[config.mk]
export PLATFORM = sky130hd
export DESIGN_NAME = bp_dma_flit_collector
export DESIGN_NICKNAME = d
export VERILOG_FILES = /design/src/rtl/bp_dma_flit_collector.sv
export SDC_FILE = /design/constraint.sdc
export NUM_CORES = 1
export LEC_CHECK = 0
export CORE_AREA = 3 3 257 259
export CTS_CLUSTER_DIAMETER = 100
export DETAILED_ROUTE_END_ITERATION = 7
export DIE_AREA = 0 0 260 262
export DONT_BUFFER_PORTS = 1
export PLACE_DENSITY_LB_ADDON = 0.08
export SYNTH_ARGS = -nofsm -noshare
export SYNTH_HDL_FRONTEND = slang
export SYNTH_SLANG_ARGS = --single-unit
[constraint.sdc]
create_clock -name dma_clk_i -period 2.45 [get_ports dma_clk_i]
set_clock_uncertainty 0.1 [all_clocks]
set_input_delay 0.6125 -clock dma_clk_i [delete_from_list [all_inputs] [get_ports dma_clk_i]]
set_output_delay 0.6125 -clock dma_clk_i [all_outputs]
set_load 0.02 [all_outputs]
[src/rtl/bp_dma_flit_collector.sv]
// Purpose: rebuilds one wormhole packet (header + up to max_payload_flits_p flits) into a wide parallel packet.
// Latency: pkt_v_o rises the cycle after the last flit is accepted (the header itself for len=0); all outputs registered.
// Backpressure: link is stalled only while a packet is presented, until pkt_yumi_i; oversize packets are drained and dropped.
module bp_dma_flit_collector #(
   parameter int flit_width_p        = 64,
   parameter int cord_width_p        = 7,
   parameter int len_width_p         = 4,
   parameter int max_payload_flits_p = 8
) (
   input  logic                                        dma_clk_i,
   input  logic                                        dma_reset_n_i,
   input  logic [flit_width_p-1:0]                     link_data_i,
   input  logic                                        link_v_i,
   output logic                                        link_ready_and_o,
   output logic [flit_width_p-1:0]                     pkt_header_o,
   output logic [max_payload_flits_p*flit_width_p-1:0] pkt_data_o,
   output logic [len_width_p-1:0]                      pkt_len_o,
   output logic                                        pkt_v_o,
   input  logic                                        pkt_yumi_i,
   output logic                                        err_o,
   output logic [7:0]                                  err_cnt_o
);

   typedef enum logic [1:0] {
      e_idle    = 2'd0,
      e_payload = 2'd1,
      e_drain   = 2'd2,
      e_out     = 2'd3
   } state_e;

   localparam logic [len_width_p-1:0] MAX_LEN = len_width_p'(max_payload_flits_p);
   localparam logic [len_width_p-1:0] ONE_LEN = len_width_p'(1);

   state_e                                      r_state;
   state_e                                      w_state_nxt;
   logic [len_width_p-1:0]                      r_cnt;
   logic [len_width_p-1:0]                      r_len;
   logic [flit_width_p-1:0]                     r_hdr;
   logic [max_payload_flits_p*flit_width_p-1:0] r_data;
   logic                                        r_rdy;
   logic                                        r_pkt_v;
   logic                                        r_err;
   logic [7:0]                                  r_err_cnt;

   logic                                        w_accept;
   logic                                        w_last;
   logic [len_width_p-1:0]                      w_hdr_len;

   assign w_hdr_len = link_data_i[cord_width_p+len_width_p-1:cord_width_p];

   // Next-state decode: flit accept, last-flit detect and packet routing by header length.
   always_comb begin
      w_state_nxt = r_state;
      w_accept    = link_v_i & r_rdy;
      w_last      = (r_cnt == (r_len - ONE_LEN));
      case (r_state)
         e_idle: begin
            if (w_accept) begin
               if (w_hdr_len == '0)
                  w_state_nxt = e_out;
               else if (w_hdr_len <= MAX_LEN)
                  w_state_nxt = e_payload;
               else
                  w_state_nxt = e_drain;
            end
         end
         e_payload: begin
            if (w_accept && w_last)
               w_state_nxt = e_out;
         end
         e_drain: begin
            if (w_accept && w_last)
               w_state_nxt = e_idle;
         end
         e_out: begin
            if (pkt_yumi_i)
               w_state_nxt = e_idle;
         end
         default: w_state_nxt = e_idle;
      endcase
   end

   // State register plus registered ready/valid so both are low during reset.
   always_ff @(posedge dma_clk_i) begin
      if (!dma_reset_n_i) begin
         r_state <= e_idle;
         r_rdy   <= 1'b0;
         r_pkt_v <= 1'b0;
      end else begin
         r_state <= w_state_nxt;
         r_rdy   <= (w_state_nxt != e_out);
         r_pkt_v <= (w_state_nxt == e_out);
      end
   end

   // Header capture, flit counter and payload slot writes.
   always_ff @(posedge dma_clk_i) begin
      if (!dma_reset_n_i) begin
         r_cnt  <= '0;
         r_len  <= '0;
         r_hdr  <= '0;
         r_data <= '0;
      end else if (w_accept) begin
         if (r_state == e_idle) begin
            r_hdr <= link_data_i;
            r_len <= w_hdr_len;
            r_cnt <= '0;
         end else begin
            r_cnt <= r_cnt + ONE_LEN;
            if (r_state == e_payload) begin
               for (int k = 0; k < max_payload_flits_p; k++) begin
                  if (r_cnt == len_width_p'(k))
                     r_data[k*flit_width_p +: flit_width_p] <= link_data_i;
               end
            end
         end
      end
   end

   // Error pulse and saturating drop counter for drained oversize packets.
   always_ff @(posedge dma_clk_i) begin
      if (!dma_reset_n_i) begin
         r_err     <= 1'b0;
         r_err_cnt <= 8'd0;
      end else begin
         r_err <= 1'b0;
         if (r_state == e_drain && w_accept && w_last) begin
            r_err <= 1'b1;
            if (r_err_cnt != 8'hFF)
               r_err_cnt <= r_err_cnt + 8'd1;
         end
      end
   end

   assign link_ready_and_o = r_rdy;
   assign pkt_v_o          = r_pkt_v;
   assign pkt_header_o     = r_hdr;
   assign pkt_data_o       = r_data;
   assign pkt_len_o        = r_len;
   assign err_o            = r_err;
   assign err_cnt_o        = r_err_cnt;

endmodule

==> run summary <==
status - complete, no violations
utilization after layout - 37.8%
worst slew pin tran - 0.550 ns
Area growth syn-to-layout - 15.9%
Synth Instances - 2695
Post-Synthesis Net Count - 2769
placed inst area - 21800 sq um
Max-cap violations - 0
Setup crit end kind - flop
Reg clk slew, reported paths - 0.06 ns
first-pass GRT wire length - 121000 um
Rel. slew slack - 63.3%
Synth cell types - 39
Root Driver - clkbuf_16
antenna viol nets, final - 0
Antenna diodes - 0
EDFF count, synth - 0
pin count of the biggest net entering global routing - 78
mux contribution to synthesized area - 0%
crit path DAT - 2.67 ns
synth top area cells - dfxtp_1, nand2_1, a21oi_1, clkbuf_1, buf_2
critical path type - reg2reg
initial antenna violation count - 0
I/O pins - 659
Initial DRC Count - 1494
Hold Slack - 0.0407 ns
Final Hold Violating Endpoints - 0
Fin Setup TNS - 0 ns
Syn Area/Cell - 7.76 sq um
final wirelength - 86700 um
total number of vias - 17900
Port-buffer cells - 0
xor/xnor share of the synthesized area - 0.377%
Seq/Total Area, Yosys - 56.8%
synthesized flop and latch total - 593
Core ar. - 64100 sq um
startpoint type of the worst setup path - flop
Simple-Gate Fraction of Synth Area - 22.6%
H-tree depth - 3
die height - 262 um
vias per cell - 5.13
Clock Latency Late Sink - 0.59 ns
Post-CTS Setup Inserts - 0
Critical Path RT - 2.87 ns
All-Layer GR Usage - 24.2%
Yosys top cell area share - 56.8%
GRT overflow - 0
die area - 68100 sq um
CTS Buf Count - 67
RSZ-0062 raised after global routing - no
hold path start - link_data_i[57]
share of cells above drive strength 1 - 6.74%
fin crit period - 2.25 ns
Primary FF master, synth - dfxtp_1
Crit Path Max Fanout - 10
Slew Viols, Final - 0
Reg-to-Reg Start - pkt_len_o[0]
f_max - 0.445 GHz
Cell Area, Synth - 20900 sq um
DRC - 0
Avg WL per Cell - 24.8 um
final instance area - 24200 sq um
Power Density - 832 nW/um^2
cell taking the most area after synthesis - dfxtp_1
fraction of registers with async set/reset - 0%
CTS tree - yes
largest family of logic cells by synthesized area - simple AND/OR/NAND/NOR gates
GPL Wtd Cong - 0.808
period utilization - 91.7%
worst min path class - in2reg
number of global-route vias before repair - 16600
die width - 260 um
Ys Warns - 0
maximum VDD drop - 405 uV
Initial Util - 32.6%
Synth Area in Adders - 0.359%
Final setup viols - 0
Worst Setup SP - pkt_len_o[0]
layout net count - 2667
TritonRoute pass-1 iters - 5
dpl hpwl - 57000 um
clk buf depth - 3
number of core rows - 93
complex-gate fraction of the synthesized area - 14.6%
clk sinks - 593
P_leak - 7.89 nW
critical path: stages (launching register included):
cell,delay (ns)
dfxtp_1,0.33
inv_1,0.05
ha_1,0.29
xnor2_1,0.17
nor3_4,0.30
nand4_4,0.23
or4_1,0.56
a21oi_1,0.14
final cells by class:
type / instances / area, sq um
Fill cell: 6627 / 39900
Sequential cell: 593 / 11900
Multi-Input combinational cell: 1836 / 8050
Clock buffer: 100 / 1950
Timing Repair Buffer: 86 / 1090
Tap cell: 855 / 1070
Clock inverter: 15 / 154
Inverter: 9 / 41.3
registers in the layout (all words and copies together), names as in the netlist, 2 cells and up:
register	count
r_state	2
pkt_header_o	61
pkt_len_o	3
err_cnt_o	8
r_cnt	4
pkt_data_o	512
path summary, 6_finish.rpt:
kind | cells after the start | endpoint | slack [ns]
worst min-delay path | 2 | pkt_data_o[185] | 0.04
worst max register to register | 7 | err_cnt_o[5] | 0.20
worst max-delay path | 7 | err_cnt_o[5] | 0.20
worst min register to register | 2 | pkt_data_o[44] | 0.46
cell usage in the layout (no fill, tap or decap), types with 7 or more instances in the layout:
cell              n
nand2_1        1157
dfxtp_1         593
a21oi_1         586
clkbuf_16        69
buf_12           30
buf_4            29
dlygate4sd3_1    27
clkbuf_1         20
clkbuf_8         11
nor2_1           10
inv_1             8
clkinv_2          7
synthesized netlist by cell type, types with 3 or more instances:
master and instances:
a21oi_1 586, and2_1 8, and3_1 6, buf_1 3, buf_2 57, buf_4 4, clkbuf_1 191, dfxtp_1 593
ha_1 6, inv_1 9, nand2_1 1163, nand3_1 7, nand3b_1 4, nor2_1 10, nor3_1 4, o21ai_0 5
o31ai_1 4, or4_1 4, xnor2_1 5, xor2_1 4
metal layers:
metal | track usage [%] | part of all wire, %
met1 | 28.1 | 38
met2 | 39.2 | 47
met3 | 10.1 | 11
met4 | 10.3 | 3.8
met5 | 0 | 0
cells by family (layout without fill, tap and decap cells):
logic type	after synthesis	in the layout
and+or+nand+nor	1219	1219
AOI/OAI and AO/OA	602	602
DFF	593	593
buffers and inverters	266	210
xor gates and xnor gates	9	9
adders and majority gates	6	6
stage by stage:
stage | std cells | setup WS (ns) | total power [W]
after floorplan | 2695 | 0.115 | 0.0105
after global placement | 3352 | 0.147 | 0.0106
after detailed placement | 3352 | 0.0966 | 0.0106
after CTS | 3494 | 0.0958 | 0.0204
after global routing | 3494 | 0.00174 | 0.0208
final | 3494 | 0.203 | 0.0202
power by group:
| part | switching [W] | leakage, nW | internal [W] |
|---|---|---|---|
| sequential | 0.000161 | 4.78 | 0.00972 |
| combinational | 0.000397 | 2.08 | 0.000167 |
| clock | 0.00407 | 1.03 | 0.00564 |
what timing repair did:
| action | in CTS | in global routing |
|---|---|---|
| resized for setup | 0 | 2 |
| setup endpoints to repair | 0 | 4 |
| hold endpoints to repair | 61 | 0 |
| hold buffers | 27 | 0 |
No activity file was read; power rests on OpenSTA's default activity.
